--- config.mk ---
export PLATFORM = sky130hd
export DESIGN_NAME = static_eval_bank
export DESIGN_NICKNAME = d
export VERILOG_FILES = /design/src/rtl/static_eval_bank.sv
export SDC_FILE = /design/constraint.sdc
export NUM_CORES = 2
export LEC_CHECK = 0
export CAP_MARGIN = 20
export CORE_AREA = 2 2 235 237
export DETAILED_ROUTE_END_ITERATION = 12
export DIE_AREA = 0 0 237 239
export PLACE_DENSITY = 0.8
export SKIP_LAST_GASP = 1
export SLEW_MARGIN = 40
export SYNTH_ARGS = -nofsm -noshare
export SYNTH_HDL_FRONTEND = slang
export SYNTH_SLANG_ARGS = --single-unit
--- constraint.sdc ---
create_clock -name clk -period 20.4 [get_ports clk]
set_input_delay 3.06 -clock clk [delete_from_list [all_inputs] [get_ports clk]]
set_output_delay 3.06 -clock clk [all_outputs]
set_load 0.1 [all_outputs]
--- src/rtl/static_eval_bank.sv ---
// static_eval_bank: N-channel scaled-result bank with persistent per-channel
// evaluation counters behind a valid/ready handshake (IDLE -> COMPUTE -> HOLD).
// Optional feature: define STATIC_EVAL_TRACE_EN to add a free-running cycle
// counter and a per-channel $display trace on every output handshake.
module static_eval_bank #(
  parameter int CHANNELS  = 4,
  parameter int WIDTH     = 32,
  parameter int CNT_WIDTH = 8,
  parameter int MUL_A     = 2,
  parameter int MUL_Y     = 2,
  parameter int MUL_B     = 3,
  parameter int SATURATE  = 0
) (
  input  logic                          clk,
  input  logic                          rst,
  input  logic                          clr_counts,
  input  logic                          in_valid,
  output logic                          in_ready,
  input  logic [CHANNELS*WIDTH-1:0]     in_x,
  output logic                          out_valid,
  input  logic                          out_ready,
  output logic [CHANNELS*WIDTH-1:0]     out_a,
  output logic [CHANNELS*WIDTH-1:0]     out_b,
  output logic [CHANNELS*CNT_WIDTH-1:0] out_u,
  output logic                          busy
);

  typedef enum logic [1:0] {IDLE, COMPUTE, HOLD} state_t;

  // Multipliers sized to WIDTH so every product truncates to WIDTH bits.
  localparam logic [WIDTH-1:0]     MA   = WIDTH'(MUL_A);
  localparam logic [WIDTH-1:0]     MY   = WIDTH'(MUL_Y);
  localparam logic [WIDTH-1:0]     MB   = WIDTH'(MUL_B);
  localparam logic [CNT_WIDTH-1:0] ONES = '1;

  state_t state, next_state;

  logic [WIDTH-1:0]     x_q    [CHANNELS];
  logic [WIDTH-1:0]     last_x [CHANNELS];
  logic [CNT_WIDTH-1:0] cnt    [CHANNELS];
  logic [CHANNELS-1:0]  seen;

  logic [WIDTH-1:0]     a_c    [CHANNELS];
  logic [WIDTH-1:0]     y_c    [CHANNELS];
  logic [WIDTH-1:0]     b_c    [CHANNELS];
  logic [CNT_WIDTH-1:0] cnt_c  [CHANNELS];
  logic [CHANNELS-1:0]  inc_c;

  // State register.
  // NOTE: clocked state uses non-blocking assignments so every flop samples
  // pre-edge values; blocking here would create order-dependent races.
  always_ff @(posedge clk or posedge rst) begin
    if (rst) state <= IDLE;
    else     state <= next_state;
  end

  // Next-state logic: one transaction in flight, single-cycle COMPUTE.
  always_comb begin
    next_state = state;
    case (state)
      IDLE:    if (in_valid) next_state = COMPUTE;
      COMPUTE: next_state = HOLD;
      HOLD:    if (out_ready) next_state = IDLE;
      default: next_state = IDLE;
    endcase
  end

  // Handshake and status outputs decoded from state.
  always_comb begin
    in_ready  = (state == IDLE);
    out_valid = (state == HOLD);
    busy      = (state != IDLE);
  end

  // Per-channel results and counter update; a concurrent clear is applied
  // before the increment decision so the channel counts as first-seen.
  // NOTE: every always_comb output gets a value on every path (assigned
  // unconditionally here) so no latch is inferred.
  always_comb begin
    for (int i = 0; i < CHANNELS; i++) begin
      logic [CNT_WIDTH-1:0] base;
      logic                 seen_eff;
      a_c[i]   = x_q[i] * MA;
      y_c[i]   = x_q[i] * MY;
      b_c[i]   = y_c[i] * MB;
      base     = clr_counts ? '0 : cnt[i];
      seen_eff = clr_counts ? 1'b0 : seen[i];
      inc_c[i] = !seen_eff || (x_q[i] != last_x[i]);
      cnt_c[i] = base;
      if (inc_c[i]) begin
        if (base == ONES) cnt_c[i] = (SATURATE != 0) ? ONES : '0;
        else              cnt_c[i] = base + CNT_WIDTH'(1);
      end
    end
  end

  // Datapath registers: input capture, result registers, counters and flags.
  // NOTE: the per-channel arrays are plain flops rather than a RAM, so they
  // take the async reset along with everything else.
  always_ff @(posedge clk or posedge rst) begin
    if (rst) begin
      out_a <= '0;
      out_b <= '0;
      out_u <= '0;
      seen  <= '0;
      for (int i = 0; i < CHANNELS; i++) begin
        x_q[i]    <= '0;
        last_x[i] <= '0;
        cnt[i]    <= '0;
      end
    end else begin
      if (state == IDLE && in_valid) begin
        for (int i = 0; i < CHANNELS; i++) x_q[i] <= in_x[i*WIDTH +: WIDTH];
      end
      if (state == COMPUTE) begin
        for (int i = 0; i < CHANNELS; i++) begin
          out_a[i*WIDTH +: WIDTH]         <= a_c[i];
          out_b[i*WIDTH +: WIDTH]         <= b_c[i];
          out_u[i*CNT_WIDTH +: CNT_WIDTH] <= cnt_c[i];
          cnt[i]                          <= cnt_c[i];
          if (inc_c[i]) last_x[i] <= x_q[i];
        end
        seen <= inc_c | (clr_counts ? '0 : seen);
      end else if (clr_counts) begin
        seen <= '0;
        for (int i = 0; i < CHANNELS; i++) cnt[i] <= '0;
      end
    end
  end

`ifdef STATIC_EVAL_TRACE_EN
  logic [31:0] cycle_q;

  // Free-running cycle counter used to timestamp trace lines.
  always_ff @(posedge clk or posedge rst) begin
    if (rst) cycle_q <= '0;
    else     cycle_q <= cycle_q + 32'd1;
  end

  // One trace line per channel on each output handshake.
  always_ff @(posedge clk) begin
    if (!rst && out_valid && out_ready) begin
      for (int i = 0; i < CHANNELS; i++) begin
        $display("[%3d] ch%0d x: %3d a: %3d b: %3d u: %3d", cycle_q, i, x_q[i],
                 out_a[i*WIDTH +: WIDTH], out_b[i*WIDTH +: WIDTH],
                 out_u[i*CNT_WIDTH +: CNT_WIDTH]);
      end
    end
  end
`endif

endmodule

==> summary.md <==
| Metric | Value |
|---|---|
| Max-Cap Viols | 0 |
| TritonCTS clock tree | done |
| Syn Area/Cell | 9.99 sq um |
| Bufs on Longest Clock Path | 3 |
| Setup Viol. Count Final | 0 |
| Height of the die | 239 um |
| Rel. slew slack | 43.7% |
| Clock Latency Late Sink | 0.62 ns |
| GRT Util Overall | 27.2% |
| Status | complete, no violations |
| Hold_buf cts | 0 |
| Post-CTS setup buffer count | 0 |
| Tightest Pin Transition | 0.837 ns |
| First-pass GRT wire length | 124000 um |
| Initial antenna violation count | 1 |
| Routability cong. | 0.911 |
| Synthesized flop and latch total | 570 |
| RSZ-0062 raised after global routing | no |
| Sequential-to-total area share from yosys stat | 48.6% |
| Via-to-Cell Ratio | 5.72 |
| Initial Util | 54.0% |
| Port Buffer Count | 415 |
| DRT antenna net count | 0 |
| DR WL/cell | 19.1 um |
| Htree depth | 2 |
| Worst-path clk slew | 0.06 ns |
| Hold WS | 0.465 ns |
| Post-Route WL | 77400 um |
| # DRC | 0 |
| Synth async-reset ratio | 100% |
| GR Overflow Total | 0 |
| Placed wire-length estimate | 54900 um |
| Cells after Synth | 2940 |
| Core region area | 54300 sq um |
| CP endpoint kind | async pin |
| Root Buffer | clkbuf_16 |
| Kind of critical path | primary input to async pin |
| Fin. max-slew vios | 0 |
| Initial drt markers | 1758 |
| Worst Hold Class | flip-flop to flip-flop |
| CTS buffer count | 59 |
| Post-synth top flop | dfrtp_1 |
| Final Util | 64.0% |
| Resized cells post-CTS | 0 |
| CTS sink cnt | 570 |
| Share of layout cells above drive strength 1 | 19.6% |
| First-pass iteration count of the detailed router | 5 |
| Die outline width | 237 um |
| Crit-path max FO | 131 |
| Number of flops mapped to enable cells by yosys | 0 |
| Req. time, crit path | 21.07 ns |
| Vias in the first global route | 23000 |
| Startpoint types | primary input |
| # rows | 86 |
| Count of different cell masters after synthesis | 78 |
| Via count | 23100 |
| Total die area | 56600 sq um |
| Antenna Diode Count | 0 |
| Synth warn | 0 |
| Fin. Hold Viols | 0 |
| Crit path DAT | 6.25 ns |
| Syn Std Cell Area | 29400 sq um |
| Skew final | 0.0169 ns |
| Ports | 424 |
| Period utilization | 27.4% |
| Final-stage net count | 3557 |
| Largest net degree at the start of global routing | 209 |
| Synthesis-to-finish area growth | 18.4% |
| Setup TNS Final | 0 ns |
| Fin crit period | 5.58 ns |
| FMAX | 179 MHz |
## layer usage
metal / track usage (%) / up-vias / share of wire, %
met4: 7.02 / 0 / 2.5
met3: 4.62 / 132 / 5.6
met2: 45.6 / 676 / 48
met1: 36.7 / 11400 / 44
met5: 0 / - / 0
li1: - / 10900 / -
## final cells by class
cell class | count | area [sq um]
clock inverter | 25 | 379
tap | 704 | 881
inverter | 34 | 140
timing repair buffer | 434 | 2970
multi-input combinational | 2201 | 14500
sequential | 570 | 14300
clock buffer | 81 | 1680
fill | 4382 | 19600
## synthesized netlist by cell type, types with 4 or more instances
| library cell | instances | area [sq um] |
|---|---|---|
| inv_1 | 34 | 128 |
| a221oi_1 | 6 | 52.6 |
| o31ai_1 | 7 | 52.6 |
| buf_6 | 4 | 45.0 |
| or2_2 | 6 | 37.5 |
| a211oi_1 | 19 | 143 |
| nand4_1 | 42 | 263 |
| a41oi_1 | 7 | 61.3 |
| o21ai_1 | 9 | 45.0 |
| o21a_1 | 10 | 75.1 |
| dfrtp_1 | 570 | 14300 |
| xnor2_1 | 158 | 1380 |
| xor2_1 | 94 | 823 |
| a21o_1 | 60 | 450 |
| mux2i_1 | 4 | 40.0 |
| nor4_1 | 11 | 68.8 |
| o21bai_1 | 15 | 113 |
| o21ai_0 | 188 | 941 |
| a311o_1 | 4 | 40.0 |
| buf_2 | 5 | 25.0 |
| mux2_2 | 203 | 2290 |
| a31oi_1 | 24 | 150 |
| fa_1 | 4 | 80.1 |
| and4_1 | 4 | 35.0 |
| nand2_1 | 673 | 2530 |
| nor3_1 | 27 | 135 |
| nor2b_1 | 19 | 119 |
| and2_1 | 13 | 81.3 |
| ha_1 | 120 | 1500 |
| a21oi_1 | 135 | 676 |
| clkbuf_1 | 118 | 443 |
| nor2_1 | 98 | 368 |
| o31a_1 | 5 | 43.8 |
| a31o_2 | 4 | 35.0 |
| o211ai_1 | 8 | 60.1 |
| a22o_1 | 12 | 105 |
| and3_1 | 22 | 138 |
| nor3b_1 | 6 | 45.0 |
| buf_4 | 12 | 90.1 |
| nand3_1 | 67 | 335 |
| mux2_4 | 21 | 315 |
| or3_1 | 8 | 50.1 |
| nand2b_1 | 30 | 188 |
## path summary, 6_finish.rpt
path,startpoint,to,slack (ns),cells after the start
min in group asynchronous,rst,out_a[71]$_DFFE_PP0P_,3.04,2
worst max register to register,x_q[97]$_DFFE_PP0P_,out_b[28]$_DFFE_PP0P_,16.92,11
worst min register to register,out_b[8]$_DFFE_PP0P_,out_b[8]$_DFFE_PP0P_,0.47,2
worst max-delay path,rst,out_b[119]$_DFFE_PP0P_,14.82,5
worst min-delay path,out_b[8]$_DFFE_PP0P_,out_b[8]$_DFFE_PP0P_,0.47,2
max in group clk,in_valid,x_q[29]$_DFFE_PP0P_,14.97,5
## logic make-up after synthesis
family	after synthesis	share of synthesized area [%]
buf+inv	176	2.53
other cells	1	0.0128
fa+ha+maj	124	5.39
flops	570	48.6
xor+xnor	252	7.52
mux	228	9.00
compound gates	548	11.5
simple gates	1041	15.5
## flip-flops by register name, summed over array words and instances (netlist names)
signal and count:
cnt 32, last_x 128, x_q 128, out_b 124
out_u 32, out_a 120, state 2, seen 4
## layout by cell type, fill, tap and decap left out, types with 27 or more instances in the layout
cell type / count
o21ai_0: 188
nor2_1: 97
a21oi_1: 135
inv_1: 33
nand2_1: 673
clkbuf_16: 60
xor2_1: 94
clkdlybuf4s50_1: 131
a21o_1: 60
buf_2: 283
ha_1: 120
nor3_1: 27
xnor2_1: 158
dfrtp_1: 570
nand2b_1: 29
nand3_1: 67
mux2_2: 203
nand4_1: 42
## stage by stage
stage | setup WS [ns] | area [sq um] | cells
floorplan | 1.40 | 29400 | 2947
global placement | 13.41 | 34000 | 3938
detailed placement | 14.02 | 32700 | 3942
CTS | 14.67 | 34700 | 4048
global route | 14.38 | 34800 | 4049
finish | 14.82 | 34800 | 4049
## critical path, stage by stage
cell and delay [ns]:
clkdlybuf4s50_1 0.54, inv_12 0.53, buf_6 0.61, buf_4 0.69, clkbuf_8 0.68
Power is not shown: default switching activity piles up to over one toggle a cycle in this logic, so the estimate is an artifact.
